<file path="src/rtl/ifetch_unit_if.sv">
// Handshake/bus bundle for the instruction fetch stage.
//  PC-control side : next_pc_valide, next_pc, pc_ready, flush
//  Memory side     : mem_req, mem_addr, mem_gnt, mem_rvalid, mem_rdata
//  Ifetch side     : instr_valide, instruction, instr_addr, ok_i
// master = the fetch unit, slave = its environment (PC gen, memory, decode).
interface ifetch_unit_if #(
  parameter int unsigned XLEN = 32
);
  logic            next_pc_valide;
  logic [XLEN-1:0] next_pc;
  logic            pc_ready;
  logic            flush;
  logic            mem_req;
  logic [XLEN-1:0] mem_addr;
  logic            mem_gnt;
  logic            mem_rvalid;
  logic [31:0]     mem_rdata;
  logic            instr_valide;
  logic [31:0]     instruction;
  logic [XLEN-1:0] instr_addr;
  logic            ok_i;

  modport master (
    input  next_pc_valide, next_pc, flush, mem_gnt, mem_rvalid, mem_rdata, ok_i,
    output pc_ready, mem_req, mem_addr, instr_valide, instruction, instr_addr
  );

  modport slave (
    output next_pc_valide, next_pc, flush, mem_gnt, mem_rvalid, mem_rdata, ok_i,
    input  pc_ready, mem_req, mem_addr, instr_valide, instruction, instr_addr
  );
endinterface

</file>
<file path="src/rtl/ifetch_unit.sv">
// Instruction fetch stage.
// Accepts fetch addresses from the PC generator, issues word reads to
// instruction memory (req/gnt, in-order rvalid), buffers returned words with
// their addresses and hands them downstream on instr_valide/ok_i.
// flush discards buffered words and all in-flight or pending fetches.
// Ports:
//  clk  - clock, rising edge
//  rst  - asynchronous active-high reset
//  bus  - ifetch_unit_if.master (PC-control, memory and ifetch handshakes)
module ifetch_unit #(
  parameter int unsigned XLEN  = 32,
  parameter int unsigned DEPTH = 4
) (
  input  logic          clk,
  input  logic          rst,
  ifetch_unit_if.master bus
);
  localparam int unsigned PW = $clog2(DEPTH);
  localparam int unsigned CW = PW + 1;
  localparam int unsigned UW = PW + 3;

  typedef enum logic {IDLE, REQ} req_state_e;

  req_state_e      state_q, state_d;
  logic [XLEN-1:0] mem_addr_q, mem_addr_d;
  logic [CW-1:0]   inflight_q, inflight_d;
  logic [CW-1:0]   drop_q, drop_d;
  logic            stale_q, stale_d;
  logic [CW-1:0]   count_q, count_d;
  logic [PW-1:0]   wr_ptr_q, rd_ptr_q;
  logic [PW-1:0]   aq_wr_q, aq_rd_q;
  logic [XLEN-1:0] aq_q    [DEPTH];
  logic [XLEN-1:0] rb_addr_q [DEPTH];
  logic [31:0]     rb_data_q [DEPTH];

  logic            req_pending;
  logic            gnt_fire;
  logic            rv_fire;
  logic            rv_keep;
  logic            pop;
  logic            accept;
  logic            pc_ready;
  logic [UW-1:0]   used;
  logic            unused_pc_lsbs;

  assign unused_pc_lsbs = ^bus.next_pc[1:0];

  assign req_pending = (state_q == REQ);
  assign gnt_fire    = req_pending && bus.mem_gnt;
  // rvalid with nothing outstanding is a protocol error and is ignored.
  assign rv_fire     = bus.mem_rvalid && (inflight_q != '0);
  assign rv_keep     = rv_fire && (drop_q == '0) && !bus.flush;
  assign pop         = (count_q != '0) && bus.ok_i;

  // Every pending, in-flight or buffered fetch owns one buffer slot.
  assign used     = UW'(req_pending) + UW'(inflight_q) + UW'(count_q);
  assign pc_ready = !rst && !bus.flush && (used < UW'(DEPTH)) &&
                    (!req_pending || bus.mem_gnt);
  assign accept   = bus.next_pc_valide && pc_ready;

  // Request FSM.
  always_comb begin
    state_d    = state_q;
    mem_addr_d = mem_addr_q;
    case (state_q)
      IDLE: begin
        if (accept) begin
          state_d    = REQ;
          mem_addr_d = {bus.next_pc[XLEN-1:2], 2'b00};
        end
      end
      REQ: begin
        if (bus.mem_gnt) begin
          if (accept) begin
            state_d    = REQ;
            mem_addr_d = {bus.next_pc[XLEN-1:2], 2'b00};
          end else begin
            state_d = IDLE;
          end
        end
      end
      default: state_d = IDLE;
    endcase
  end

  // Outstanding/drop bookkeeping and buffer occupancy.
  always_comb begin
    inflight_d = inflight_q + CW'(gnt_fire) - CW'(rv_fire);
    drop_d     = drop_q;
    stale_d    = stale_q;
    count_d    = count_q;
    if (bus.flush) begin
      // Everything still outstanding after this cycle belongs to the old
      // stream; drop_q is already a subset of inflight_q so it is not added.
      drop_d  = inflight_d;
      // A request not yet granted is kept on the bus; its reply is marked
      // for dropping once the grant arrives.
      stale_d = req_pending && !bus.mem_gnt;
      count_d = '0;
    end else begin
      drop_d = drop_q + CW'(gnt_fire && stale_q) - CW'(rv_fire && (drop_q != '0));
      if (gnt_fire) stale_d = 1'b0;
      count_d = count_q + CW'(rv_keep) - CW'(pop);
    end
  end

  always_ff @(posedge clk or posedge rst) begin
    if (rst) begin
      state_q    <= IDLE;
      mem_addr_q <= '0;
      inflight_q <= '0;
      drop_q     <= '0;
      stale_q    <= 1'b0;
      count_q    <= '0;
      wr_ptr_q   <= '0;
      rd_ptr_q   <= '0;
      aq_wr_q    <= '0;
      aq_rd_q    <= '0;
      for (int unsigned i = 0; i < DEPTH; i++) begin
        aq_q[i]      <= '0;
        rb_addr_q[i] <= '0;
        rb_data_q[i] <= '0;
      end
    end else begin
      state_q    <= state_d;
      mem_addr_q <= mem_addr_d;
      inflight_q <= inflight_d;
      drop_q     <= drop_d;
      stale_q    <= stale_d;
      count_q    <= count_d;
      if (gnt_fire) begin
        aq_q[aq_wr_q] <= mem_addr_q;
        aq_wr_q       <= aq_wr_q + 1'b1;
      end
      if (rv_fire) aq_rd_q <= aq_rd_q + 1'b1;
      if (rv_keep) begin
        rb_addr_q[wr_ptr_q] <= aq_q[aq_rd_q];
        rb_data_q[wr_ptr_q] <= bus.mem_rdata;
        wr_ptr_q            <= wr_ptr_q + 1'b1;
      end
      if (bus.flush) rd_ptr_q <= wr_ptr_q;
      else if (pop)  rd_ptr_q <= rd_ptr_q + 1'b1;
    end
  end

  assign bus.pc_ready     = pc_ready;
  assign bus.mem_req      = req_pending;
  assign bus.mem_addr     = mem_addr_q;
  assign bus.instr_valide = (count_q != '0);
  assign bus.instruction  = rb_data_q[rd_ptr_q];
  assign bus.instr_addr   = rb_addr_q[rd_ptr_q];
endmodule

</file>
<file path="src/flat_wrapper.sv">
// flat-port wrapper written by rule: the top's interface ports become plain ports
module ifetch_unit_flat 
#(
  parameter int unsigned XLEN  = 32,
  parameter int unsigned DEPTH = 4
)
  (clk, rst, bus_next_pc_valide, bus_next_pc, bus_flush, bus_mem_gnt, bus_mem_rvalid, bus_mem_rdata, bus_ok_i, bus_pc_ready, bus_mem_req, bus_mem_addr, bus_instr_valide, bus_instruction, bus_instr_addr);
  ifetch_unit_if #(.XLEN(XLEN)) bus_i ();
  input  logic clk;
  input  logic rst;
  input wire logic [$bits(bus_i.next_pc_valide)-1:0] bus_next_pc_valide;
  input wire logic [$bits(bus_i.next_pc)-1:0] bus_next_pc;
  input wire logic [$bits(bus_i.flush)-1:0] bus_flush;
  input wire logic [$bits(bus_i.mem_gnt)-1:0] bus_mem_gnt;
  input wire logic [$bits(bus_i.mem_rvalid)-1:0] bus_mem_rvalid;
  input wire logic [$bits(bus_i.mem_rdata)-1:0] bus_mem_rdata;
  input wire logic [$bits(bus_i.ok_i)-1:0] bus_ok_i;
  output wire logic [$bits(bus_i.pc_ready)-1:0] bus_pc_ready;
  output wire logic [$bits(bus_i.mem_req)-1:0] bus_mem_req;
  output wire logic [$bits(bus_i.mem_addr)-1:0] bus_mem_addr;
  output wire logic [$bits(bus_i.instr_valide)-1:0] bus_instr_valide;
  output wire logic [$bits(bus_i.instruction)-1:0] bus_instruction;
  output wire logic [$bits(bus_i.instr_addr)-1:0] bus_instr_addr;
  assign bus_i.next_pc_valide = bus_next_pc_valide;
  assign bus_i.next_pc = bus_next_pc;
  assign bus_i.flush = bus_flush;
  assign bus_i.mem_gnt = bus_mem_gnt;
  assign bus_i.mem_rvalid = bus_mem_rvalid;
  assign bus_i.mem_rdata = bus_mem_rdata;
  assign bus_i.ok_i = bus_ok_i;
  assign bus_pc_ready = bus_i.pc_ready;
  assign bus_mem_req = bus_i.mem_req;
  assign bus_mem_addr = bus_i.mem_addr;
  assign bus_instr_valide = bus_i.instr_valide;
  assign bus_instruction = bus_i.instruction;
  assign bus_instr_addr = bus_i.instr_addr;
  ifetch_unit #(.XLEN(XLEN), .DEPTH(DEPTH)) u_core (.clk(clk), .rst(rst), .bus(bus_i));
endmodule
</file>
<file path="config.mk">
export PLATFORM = sky130hd
export DESIGN_NAME = ifetch_unit_flat
export DESIGN_NICKNAME = d
export VERILOG_FILES = /design/src/rtl/ifetch_unit_if.sv /design/src/rtl/ifetch_unit.sv /design/src/flat_wrapper.sv
export SDC_FILE = /design/constraint.sdc
export NUM_CORES = 1
export LEC_CHECK = 0
export CAP_MARGIN = 20
export CORE_MARGIN = 5
export CORE_UTILIZATION = 36
export DETAILED_ROUTE_END_ITERATION = 16
export SLEW_MARGIN = 10
export SYNTH_ARGS = -nofsm -noshare
export SYNTH_HDL_FRONTEND = slang
export SYNTH_SLANG_ARGS = --single-unit
</file>
<file path="constraint.sdc">
create_clock -name clk -period 41.7 [get_ports clk]
set_clock_uncertainty 0.2 [all_clocks]
set_input_delay 4.17 -clock clk [delete_from_list [all_inputs] [get_ports clk]]
set_output_delay 4.17 -clock clk [all_outputs]
set_load 0.05 [all_outputs]
</file>
==> metrics.md <==
| Metric | Value |
|---|---|
| Vias per cell | 5.01 |
| Setup crit end kind | output port |
| Crit Path Max Fanout | 14 |
| Vert. Die Dim | 234 microns |
| Worst setup SP type | primary input |
| Worst hold slack | 0.290 ns |
| Warnings, synthesis | 0 |
| Worst R2R Start | u_core.bus.mem_req |
| Slew Viols, Final | 0 |
| Slew @ Worst Pin | 1.05 ns |
| DRT antenna net count | 0 |
| Vias in the first global route | 10700 |
| Reg-to-reg endpoint | u_core.bus.mem_addr[28] |
| Area grow syn2layout | 21.8% |
| Via count | 9728 |
| Reg clk slew, reported paths | 0.06 ns |
| Final Power | 1680 uW |
| Fin crit share | 0.257 |
| Clock share of power | 0.249 |
| Core box area | 49900 sq um |
| Final Hold Fails | 0 |
| Slew HR | 0.299 |
| Total negative slack | 0 ns |
| Pwr Density | 76.4 nW/um^2 |
| NumNets Final | 1321 |
| Remaining Overflow, GRT | 0 |
| Post-placement cell count | 1850 |
| CTS Root Cell | clkbuf_16 |
| Initial Util | 0.361 |
| Minimum clock period | 10.74 ns |
| # clock sinks | 417 |
| Outcome | finished, final reports clean |
| Row cnt | 82 |
| Sequential Power Share | 0.389 |
| Worst Setup Path Type | in -> out |
| Synth area leaders | dfrtp_1, mux2_2, mux4_2 |
| Non-filler instance count after layout | 1941 |
| Final setup violation count | 0 |
| Drt first pass iters | 4 |
| Synthesized area | 18000 sq um |
| Num CTS Buffers | 47 |
| Longest Clk Path Bufs | 3 |
| Largest net degree at the start of global routing | 155 |
| Worst Setup EP | bus_pc_ready |
| Drt first-iter violations | 381 |
| Routed wire length | 39900 microns |
| Pint | 1080 uW |
| Detailed placement HPWL | 23700 microns |
| Cts repair resizes | 0 |
| Die area | 54600 sq um |
| Worst R2R Path Depth | 8 |
| HP Class | reg -> reg |
| Top Ports | 170 |
| Async SR Flop Fraction | 1.00 |
| Worst skew pair latency | 0.58 ns |
| Combinational Power Share | 0.362 |
| Ys flop type | dfrtp_1 |
| Top cell types by occurrence after synthesis | dfrtp_1, mux2_2, mux4_2 |
| IR drop worst, VDD | 42.5 uV |
| Post-synthesis sequential area ratio | 0.580 |
| Net Sw Frac | 0.355 |
| Port-buffer cells | 163 |
| Net switching power | 594 uW |
| Top-area cell type share of the netlist area | 0.580 |
| EDFF count, synth | 0 |
| #FFs+latches synth | 417 |
| Gr usage total | 0.149 |
| Synth cell types | 30 |
| Arrival @ worst endpoint | 6.37 ns |
| Count leader, synth | dfrtp_1 |
| Die X | 234 microns |
| CTS tree | built |
| Max Freq | 93.1 MHz |
| Hold_buf cts | 0 |
| Number of remaining DRC errors | 0 |
| H-tree level count | 2 |
| Gate Count Post-Synth | 1068 |
| R2r setup slk | 38.58 ns |
| Max-cap violations | 0 |
| Share of cells above drive strength 1 | 0.453 |
| Area leader, netlist | dfrtp_1 |
| Critical Path RT | 37.33 ns |
| Initial antenna violation count | 2 |
| Syn_area_per_cell | 16.9 sq um |
| First-pass GRT wire length | 63600 microns |
| Post-CTS Setup Bufs | 0 |
| Fill count | 4484 |
| Routability congestion estimate | 0.699 |
| WL/cell | 20.6 microns |
| Crit path from | bus_flush |
| RSZ-0062 raised after global routing | false |
| Leakage | 0.0103 uW |
power groups by stage:
stage / clock [uW] / sequential, uW / combinational, uW
floorplan: 0 / 657 / 420
global placement: 0 / 653 / 605
detailed placement: 0 / 661 / 616
CTS: 433 / 655 / 617
global route: 447 / 674 / 650
finish: 418 / 653 / 606
sequential cells by signal, indices dropped and copies added, names as in the netlist, 3 cells and up:
register	cells
u_core.aq_q	120
u_core.rb_data_q	128
u_core.drop_q	3
u_core.rb_addr_q	120
u_core.inflight_q	3
u_core.count_q	3
u_core.bus.mem_addr	30
worst min-delay path by stage:
stage	startpoint	end	slack (ns)	cells past startpoint
2_1_floorplan	u_core.rb_data_q[40]	u_core.rb_data_q[40]	0.26	1
5_1_grt	u_core.rb_data_q[32]	u_core.rb_data_q[32]	0.31	1
4_1_cts	u_core.rb_data_q[13]	u_core.rb_data_q[13]	0.29	1
3_5_place_dp	u_core.rb_data_q[13]	u_core.rb_data_q[13]	0.28	1
6_report	u_core.rb_data_q[16]	u_core.rb_data_q[16]	0.29	1
3_3_place_gp	u_core.rb_data_q[14]	u_core.rb_data_q[14]	0.27	1
per-layer routing:
layer | global-route usage | part of all wire | routed length, microns
met1 | 0.211 | 0.46 | 18300
met2 | 0.238 | 0.48 | 19000
met3 | 0.0323 | 0.048 | 1920
met4 | 0.0351 | 0.018 | 704
met5 | 0 | 0.00030 | 12
cell type report:
cell class | count | area (sq um) | area share
multi-input combinational | 570 | 7250 | 0.331
tap | 672 | 841 | 0.0383
clock inverter | 21 | 219 | 0.00998
timing repair buffer | 175 | 1750 | 0.0800
antenna | 3 | 7.51 | 0.000342
sequential | 417 | 10400 | 0.476
clock buffer | 66 | 1350 | 0.0614
inverter | 17 | 71.3 | 0.00325
metrics by stage:
stage	util	worst slack [ns]	instance area [sq um]
2_1_floorplan	-	25.72	18000
3_3_place_gp	0.408	30.96	20300
3_5_place_dp	0.408	30.98	20300
4_1_cts	0.439	30.98	21900
5_1_grt	0.440	30.90	21900
6_report	0.440	30.96	21900
logic make-up after synthesis:
logic type                 count (synthesis)  synth area share
DFF                                      417             0.580
muxes                                    493             0.366
and+or+nand+nor                           31           0.00869
other                                      1          0.000208
xor gates and xnor gates                  12           0.00584
buffers and inverters                     84            0.0208
AOI/OAI and AO/OA                          8           0.00271
adders and majority gates                 22            0.0165
worst max-delay path, stage by stage:
cell	delay, ns
clkdlybuf4s50_1	0.75
nor3_1	0.29
and4_1	0.32
clkdlybuf4s50_1	0.84
placed cells by master, fill, tap and decap left out, drive strengths merged, types with 3 or more instances in the layout:
cell type and n:
xnor2 8, inv 20, o21ai 5, nand2 17, bufinv 4, clkbuf 66, ha 19, diode 3
clkdlybuf4s50 163, dfrtp 417, xor2 4, fa 3, clkinv 13, buf 12, mux4 92, mux2 399
conb 4
Note: power is estimated with default switching activity, not from simulation.
